===== src/rtl/mem_pkg.sv =====
// mem_pkg: shared types and op decoding for the MEM-stage load/store engine
package mem_pkg;
  typedef enum logic [3:0] {NONE, LB, LBU, LH, LHU, LW, SB, SH, SW} mem_op_t;
  typedef enum logic [2:0] {IDLE, REQ, WAIT, DONE, DRAIN} mem_state_t;

  function automatic logic is_load(mem_op_t op);
    return op == LB || op == LBU || op == LH || op == LHU || op == LW;
  endfunction

  function automatic logic is_store(mem_op_t op);
    return op == SB || op == SH || op == SW;
  endfunction

  // 0 = byte, 1 = half, 2 = word
  function automatic logic [1:0] access_size(mem_op_t op);
    return (op == LW || op == SW) ? 2'd2 : (op == LH || op == LHU || op == SH) ? 2'd1 : 2'd0;
  endfunction
endpackage


===== src/rtl/mem_lane_align.sv =====
// mem_lane_align: byte-lane steering for store enables/data and load extraction
module mem_lane_align
  import mem_pkg::*;
#(
  parameter int DATA_W = 32,
  localparam int NB = DATA_W / 8,
  localparam int LANE_BITS = $clog2(NB)
) (
  input  mem_op_t               op,
  input  logic [LANE_BITS-1:0]  lane,
  input  logic [31:0]           wdata,
  input  logic [DATA_W-1:0]     bus,
  output logic [NB-1:0]         be,
  output logic [DATA_W-1:0]     bwdata,
  output logic [31:0]           rdata
);
  logic [1:0] size;
  logic [31:0] shifted;
  logic sx;

  // replicate store data across all lanes, shift enables and load data by lane
  always_comb begin
    size = access_size(op);
    sx = op == LB || op == LH;
    be = NB'(size == 2'd2 ? 4'hF : size == 2'd1 ? 4'h3 : 4'h1) << lane;
    bwdata = size == 2'd2 ? {(DATA_W/32){wdata}} :
             size == 2'd1 ? {(DATA_W/16){wdata[15:0]}} : {NB{wdata[7:0]}};
    shifted = 32'(bus >> {lane, 3'b000});
    rdata = size == 2'd2 ? shifted :
            size == 2'd1 ? {{16{sx && shifted[15]}}, shifted[15:0]} :
                           {{24{sx && shifted[7]}}, shifted[7:0]};
  end
endmodule


===== src/rtl/mem_access_unit.sv =====
// mem_access_unit: multi-cycle load/store engine on a split addr/data handshake bus
module mem_access_unit
  import mem_pkg::*;
#(
  parameter int ADDR_W = 32,
  parameter int DATA_W = 32
) (
  input  logic                clk_i,
  input  logic                rst_i,
  input  logic                valid_i,
  input  logic [3:0]          op_i,
  input  logic [ADDR_W-1:0]   addr_i,
  input  logic [31:0]         wdata_i,
  input  logic                flush_i,
  output logic                stall_o,
  output logic [31:0]         rdata_o,
  output logic                rdata_valid_o,
  output logic                adel_o,
  output logic                ades_o,
  output logic [ADDR_W-1:0]   bad_vaddr_o,
  output logic                req_o,
  output logic                we_o,
  output logic [ADDR_W-1:0]   baddr_o,
  output logic [DATA_W/8-1:0] be_o,
  output logic [DATA_W-1:0]   bwdata_o,
  input  logic                addr_ok_i,
  input  logic                data_ok_i,
  input  logic [DATA_W-1:0]   brdata_i
);
  localparam int NB = DATA_W / 8;
  localparam int LANE_BITS = $clog2(NB);

  mem_state_t state;
  mem_op_t op_in, op_q, op_sel;
  logic [ADDR_W-1:0] addr_q;
  logic [LANE_BITS-1:0] lane_sel;
  logic [NB-1:0] be_q, al_be;
  logic [DATA_W-1:0] bwdata_q, al_bwdata;
  logic [31:0] rdata_q, al_rdata;
  logic check, misal, accept, to_done;

  // in IDLE the aligner sees the incoming op for store prep; otherwise the latched op for load return
  mem_lane_align #(.DATA_W(DATA_W)) u_align (
    .op(op_sel), .lane(lane_sel), .wdata(wdata_i), .bus(brdata_i),
    .be(al_be), .bwdata(al_bwdata), .rdata(al_rdata)
  );

  // alignment check, accept decision, stall and bus outputs
  always_comb begin
    op_in = mem_op_t'(op_i);
    op_sel = state == IDLE ? op_in : op_q;
    lane_sel = state == IDLE ? addr_i[LANE_BITS-1:0] : addr_q[LANE_BITS-1:0];
    check = !rst_i && state == IDLE && valid_i;
    misal = access_size(op_in) == 2'd2 ? addr_i[1:0] != 2'b00 : access_size(op_in) == 2'd1 && addr_i[0];
    adel_o = check && misal && is_load(op_in);
    ades_o = check && misal && is_store(op_in);
    bad_vaddr_o = (adel_o || ades_o) ? addr_i : '0;
    accept = check && !misal && !flush_i && (is_load(op_in) || is_store(op_in));
    to_done = !flush_i && data_ok_i && (state == WAIT || (state == REQ && addr_ok_i));
    stall_o = accept || state == WAIT || state == DRAIN || (state == REQ && !(flush_i && !addr_ok_i));
    req_o = state == REQ;
    we_o = req_o && is_store(op_q);
    baddr_o = req_o ? {addr_q[ADDR_W-1:LANE_BITS], {LANE_BITS{1'b0}}} : '0;
    be_o = req_o ? be_q : '0;
    bwdata_o = req_o ? bwdata_q : '0;
    rdata_valid_o = state == DONE && is_load(op_q);
    rdata_o = rdata_q;
  end

  // transfer FSM; a flush after the address phase must still drain the data phase
  always_ff @(posedge clk_i or posedge rst_i) begin
    if (rst_i) begin
      state <= IDLE;
      op_q <= NONE;
      addr_q <= '0;
      be_q <= '0;
      bwdata_q <= '0;
      rdata_q <= '0;
    end else begin
      if (accept) begin
        op_q <= op_in;
        addr_q <= addr_i;
        be_q <= al_be;
        bwdata_q <= al_bwdata;
      end
      if (to_done && is_load(op_q)) rdata_q <= al_rdata;
      case (state)
        IDLE:    state <= accept ? REQ : IDLE;
        REQ:     state <= flush_i ? (addr_ok_i && !data_ok_i ? DRAIN : IDLE) :
                          addr_ok_i ? (data_ok_i ? DONE : WAIT) : REQ;
        WAIT:    state <= flush_i ? (data_ok_i ? IDLE : DRAIN) : data_ok_i ? DONE : WAIT;
        DONE:    state <= IDLE;
        DRAIN:   state <= data_ok_i ? IDLE : DRAIN;
        default: state <= IDLE;
      endcase
    end
  end
endmodule


===== config.mk =====
export PLATFORM = sky130hd
export DESIGN_NAME = mem_access_unit
export DESIGN_NICKNAME = d
export VERILOG_FILES = /design/src/rtl/mem_pkg.sv /design/src/rtl/mem_lane_align.sv /design/src/rtl/mem_access_unit.sv
export SDC_FILE = /design/constraint.sdc
export NUM_CORES = 1
export LEC_CHECK = 0
export ABC_AREA = 1
export BUFFER_PORTS_ARGS = -buffer_cell sky130_fd_sc_hd__buf_2
export CORE_UTILIZATION = 45
export DETAILED_ROUTE_END_ITERATION = 10
export PLACE_DENSITY = 0.74
export SYNTH_ARGS = -nofsm -noshare
export SYNTH_HDL_FRONTEND = slang
export SYNTH_SLANG_ARGS = --single-unit
export TNS_END_PERCENT = 5

===== constraint.sdc =====
create_clock -name clk_i -period 6.77 [get_ports clk_i]
set_clock_uncertainty 0.1 [all_clocks]
set_input_delay 0 -clock clk_i [delete_from_list [all_inputs] [get_ports clk_i]]
set_output_delay 0 -clock clk_i [all_outputs]
set_load 0.1 [all_outputs]

* Word level (Yosys, flattened, before mapping)
Index checks and enable logic that the tools add are counted.
** Storage, ports and cells
- Flip-flop bits (word level) :: 107
- Input bits :: 106
- Output and inout bits :: 138
** Cells by class
- Eq/ne operators :: 30
- Shift-type cells :: 2
- Multiplexer cells :: 25
- Reductions and logical operators :: 53
** Operator list (count)
- $mux 32 :: 7
- $eq 4x3->1 const B :: 11
- $shr 32x5->32 :: 1
- $logic_or 1x1->1 :: 25
- $eq 4x2->1 const B :: 5
- $logic_and 1x1->1 :: 20
- $eq 4x1->1 const B :: 3
- $eq 4x4->1 const B :: 3
- $mux 3 :: 4
- $mux 4 :: 3
- $pmux 3 s4 :: 1
- $mux 2 :: 5
- $eq 3x2->1 const B :: 2
- $logic_not 1->1 :: 6
- $mux 1 :: 5
- $eq 2x1->1 const B :: 2
- $eq 2x2->1 const B :: 2
- $shl 4x2->4 :: 1
- $eq 3x1->1 const B :: 1
- $eq 3x3->1 const B :: 1
- $logic_not 3->1 :: 1
- $reduce_bool 2->1 :: 1

* Logic depth before layout (Yosys ltp)
- Depth after elaboration :: 15
- Gate-level depth with buffers :: 14
- Depth with buffers taken out :: 12

* Modules after synthesis
From an unflattened synthesis, not the netlist that was laid out.
** Unflattened totals
- Cells, all modules :: 1048
- Area, all modules :: 6844.1 sq um
** Modules (own cells, without submodules)
- mem_access_unit :: times used 1, cells each 744, area each 5376.4 sq um, sequential area each 2677.6 sq um
- mem_lane_align :: times used 1, cells each 304, area each 1467.7 sq um, sequential area each 0.0 sq um

* Worst setup path before layout
Ideal clock, no wire load.
- Path kind :: in2out
- Start point :: in rst_i
- End point :: out ades_o
- Data arrival time :: 4.339 ns
- Data required time :: 6.670 ns
- Path slack :: 2.331 ns
- Cell stages on the path :: 5
- Buffers on the path :: 0
- Cell sequence :: inv_1 > nand4_1 > inv_1 > nand3_1 > a21oi_1
** On the way
- Word-level cells in the longest chain between the ends :: 5
** RTL lines
- start: declaration :: line mem_access_unit.sv:9 : input logic rst_i,
- $logic_not 1->1 (no source line)
- $logic_and 1x1->1 (2 in series) :: line mem_access_unit.sv:53 : check = !rst_i && state == IDLE && valid_i;
- $logic_and 1x1->1 (2 in series) :: line mem_access_unit.sv:56 : ades_o = check && misal && is_store(op_in);
- end: declaration :: line mem_access_unit.sv:19 : output logic ades_o,
Every way passes these cells.

* Final worst setup path
- Start point :: reg state[2]
- End point :: reg rdata_q[7] (netlist: rdata_o[7])
** On the way
- Word-level cells in the longest chain between the ends :: 9
- Elaborated cells between the ends (all ways) :: 23
- Those cells by class :: eq/ne (8); shift (1); mux (6); reduce/logical (8)
** RTL lines
- start: declaration :: line mem_access_unit.sv:33 : mem_state_t state;
- start signal: assignment :: line mem_access_unit.sv:88 : IDLE: state <= accept ? REQ : IDLE;
- start signal: assignment :: line mem_access_unit.sv:89 : REQ: state <= flush_i ? (addr_ok_i && !data_ok_i ? DRAIN : IDLE) :
- start signal: assignment :: line mem_access_unit.sv:91 : WAIT: state <= flush_i ? (data_ok_i ? IDLE : DRAIN) : data_ok_i ? DONE : WAIT;
- $logic_not 3->1 :: line mem_access_unit.sv:51, mem_access_unit.sv:52
- $mux 4 :: line mem_access_unit.sv:51 : op_sel = state == IDLE ? op_in : op_q;
- $eq 4x2->1 / $eq 4x3->1 (equally long branches) :: line mem_pkg.sv:16 : return (op == LW || op == SW) ? 2'd2 : (op == LH || op == LHU || op == SH) ? 2'd1 : 2'd0;
- $logic_or 1x1->1 (2 in series) :: line mem_pkg.sv:16
- $mux 1 :: line mem_pkg.sv:16
- $mux 2 :: line mem_pkg.sv:16
- $eq 2x2->1 :: line mem_lane_align.sv:29 : rdata = size == 2'd2 ? shifted :
- $mux 32 :: line mem_lane_align.sv:29
- end signal: assignment :: line mem_access_unit.sv:86 : if (to_done && is_load(op_q)) rdata_q <= al_rdata;
- end: declaration :: line mem_access_unit.sv:39 : logic [31:0] rdata_q, al_rdata;
Parallel ways exist; a longest one is shown, timed or not.
A chain may end at the register's enable or synchronous reset.

==> results.md <==
* Die Span Y at 121.6 um
* Cell Area, Synth at 0.006435 sq mm
* Post-layout util at 63.96%
* Port Buffers at 241
* Vias post-DR at 7,176
* Slew of the pin with the lowest slew margin at 1200 ps
* Overall power at 3.152 mW
* GRT Util Overall at 27.68%
* I/O pins at 244
* Synth area leader: dfrtp_1
* Critical path data arrival time at 4060 ps
* CTS tree: done
* Worst reg-to-reg setup slack at 2900 ps
* Min Hold Slack at 13.37 ps
* Total core area at 0.01393 sq mm
* Count of different cell masters after synthesis at 35
* Reg power frac at 31.5%
* Max Fanout on Critical Path at 69
* Cells after synthesis at 972
* Num CTS Buffers at 9
* CP Class: flip-flop to flip-flop
* Relative slew slack at 20.00%
* Die W at 121.6 um
* Crit path cell chain: inv_2 -> nand3_4 -> inv_2 -> nand2_1 -> nand2_1 -> nand4_2 -> inv_2 -> nor2_1 -> a31oi_1 -> dlygate4sd3_1
* Yosys top cell area share at 41.61%
* Switching part of the total at 51.07%
* Final #Nets at 1,380
* Placed insts at 1,345
* Tmin final at 3871 ps
* Area contributors post-synth: dfrtp_1, nand2_1, nor2_1
* TNS Setup at 0 ps
* Drt wl/cell at 13.94 um
* GRT overflow at 0
* Clock power frac at 18.0%
* Clk buf depth at 2
* Area growth from synthesis to layout at 38.50%
* Clock Latency Late Sink at 350 ps
* Logic pwr share at 50.6%
* Detailed placer's ending HPWL at 13,080 um
* CP startpoint kind: flip-flop
* Fin crit share at 57.18%
* RR Endpoint: rdata_o[7]
* Worst VDD drop at 0.2478 mV
* Fmax at 258.3 MHz
* Crit path max-delay family: buffers and inverters
* Leakage at 5.074 nW
* Global-route wire length before repair at 32,280 um
* Setup violations, final at 0
* Root Buffer: clkbuf_16
* Initial Util at 46.18%
* Post-cts resize count at 0
* Commonest non-fill, non-tap cell in the layout: nand2_1
* Synthesized flop and latch total at 107
* RSZ-0062 raised after global routing: no
* Sequential fraction of the synthesis area at 41.61%
* Maxcap violations at 0
* Launch point of the worst reg-to-reg path: state[2]
* Routability cong. at 0.8863
* Die area at 0.01478 sq mm
* N_diodes at 0
* Largest stage delay on the critical path at 760 ps
* Antenna Nets Post-Route at 0
* Cells on worst reg2reg path at 10
* Hold Vio Cnt, Final at 0
* Crit end category: flip-flop
* Hold Crit Depth at 5
* Initial DRC count at 633
* Status: completed
* Site row count at 43
* Max-slew violations at 0
* Hold_buf cts at 98
* Antenna violations before repair at 0
* Pwr dens at 353.7 mW/mm^2
* Crit path top cell by count: inv_2
* Int Power at 1.542 mW
* Worst-path clk slew at 70 ps
* Residual DRC at 0
* Hold path start: brdata_i[1]
* Buf+Inv Stages, Crit Path at 4
* Worst hold path class: input port to flip-flop
* CTS Sinks at 107
* H-tree depth at 3
* Via/cell ratio at 4.922
* Worst path required time at 6960 ps
* Avg Inst Size Synth at 6.620 sq um
* CP max-delay cell: inv_2
* Post-synth EDFFs at 0
* Fin cells at 1,458
* Hold-critical path endpoint: rdata_o[1]
* Post-synth ARST share at 100.0%
* Post-CTS Setup Repair Bufs at 0
* Vias in the first global route at 6,687
* Net switching power at 1.610 mW
* 1st-pass router iterations at 5
* Most frequent cells in the layout: nand2_1, buf_2, nor2_1
* Share of cells above drive strength 1 at 23.32%
* Largest net degree at the start of global routing at 95
* Post-Route WL at 20,320 um
* Synth Flop Type: dfrtp_1
* Ys Warns at 0
-- worst min-delay path: stages --
cell and delay [ps]:
buf_2 80, o21ai_0 70, o22ai_1 150, nand2_1 70, nand2_1 50
-- Yosys cell counts (8+ instances only) --
cell and count:
buf_2 27, clkbuf_1 14, dfrtp_1 107, inv_1 136, nand2_1 266, nand2_2 11
nand3_1 63, nor2_1 196, o21ai_0 73, o21ai_1 13, o22ai_1 8
-- power by group through the flow --
stage / sequential [mW] / clock [mW] / combinational, mW
after global routing: 1.02 / 0.602 / 1.71
final: 0.992 / 0.567 / 1.59
after floorplan: 1.56 / 0 / 0.693
after global placement: 0.996 / 0 / 1.51
after CTS: 0.991 / 0.578 / 1.59
after detailed placement: 1.00 / 0 / 1.53
-- registers in the layout, indices dropped and copies added (netlist names) --
name,cells
addr_q,32
be_q,4
bwdata_q,32
op_q,4
rdata_o,32
state,3
-- layout make-up --
cell class                      instances  area (sq um)
Clock buffer                           13         250.2
Inverter                              143         539.3
Multi-Input combinational cell        670          2943
Tap cell                              180         225.2
Sequential cell                       107          2678
Timing Repair Buffer                  343          2217
Clock inverter                          2         60.06
Fill cell                            1259          5022
-- per-layer routing --
metal / routed length [um] / up-vias / part of all wire (%) / global-route usage (%)
met5: 0 / - / 0 / 0
met4: 393 / 0 / 1.9 / 9.568
met3: 1202 / 33 / 5.9 / 3.277
met2: 9869 / 303 / 49 / 48.05
met1: 8854 / 3298 / 44 / 35.60
li1: - / 3542 / - / -
-- stage by stage --
| step | area (sq um) | worst slack [ps] |
|---|---|---|
| 2_1_floorplan | 6439 | 2331 |
| 3_3_place_gp | 7621 | 3364 |
| 3_5_place_dp | 7621 | 3304 |
| 4_1_cts | 8912 | 2924 |
| 5_1_grt | 8912 | 2604 |
| 6_report | 8912 | 2899 |
-- logic make-up after synthesis --
| logic type | synth area share [%] |
|---|---|
| AOI/OAI and AO/OA | 9.450 |
| and+or+nand+nor | 36.05 |
| other | 0.05828 |
| DFF | 41.61 |
| buffers and inverters | 12.83 |
-- how the worst max path moves through the flow --
stage	slack [ps]	to	cells past startpoint	startpoint
after floorplan	2330	ades_o	5	rst_i
after global placement	3360	rdata_o[27]	10	state[2]
after detailed placement	3300	rdata_o[31]	10	state[2]
after CTS	2920	rdata_o[7]	10	state[2]
after global routing	2600	rdata_o[7]	10	state[2]
final	2900	rdata_o[7]	10	state[2]
No activity file was read; power rests on OpenSTA's default activity.
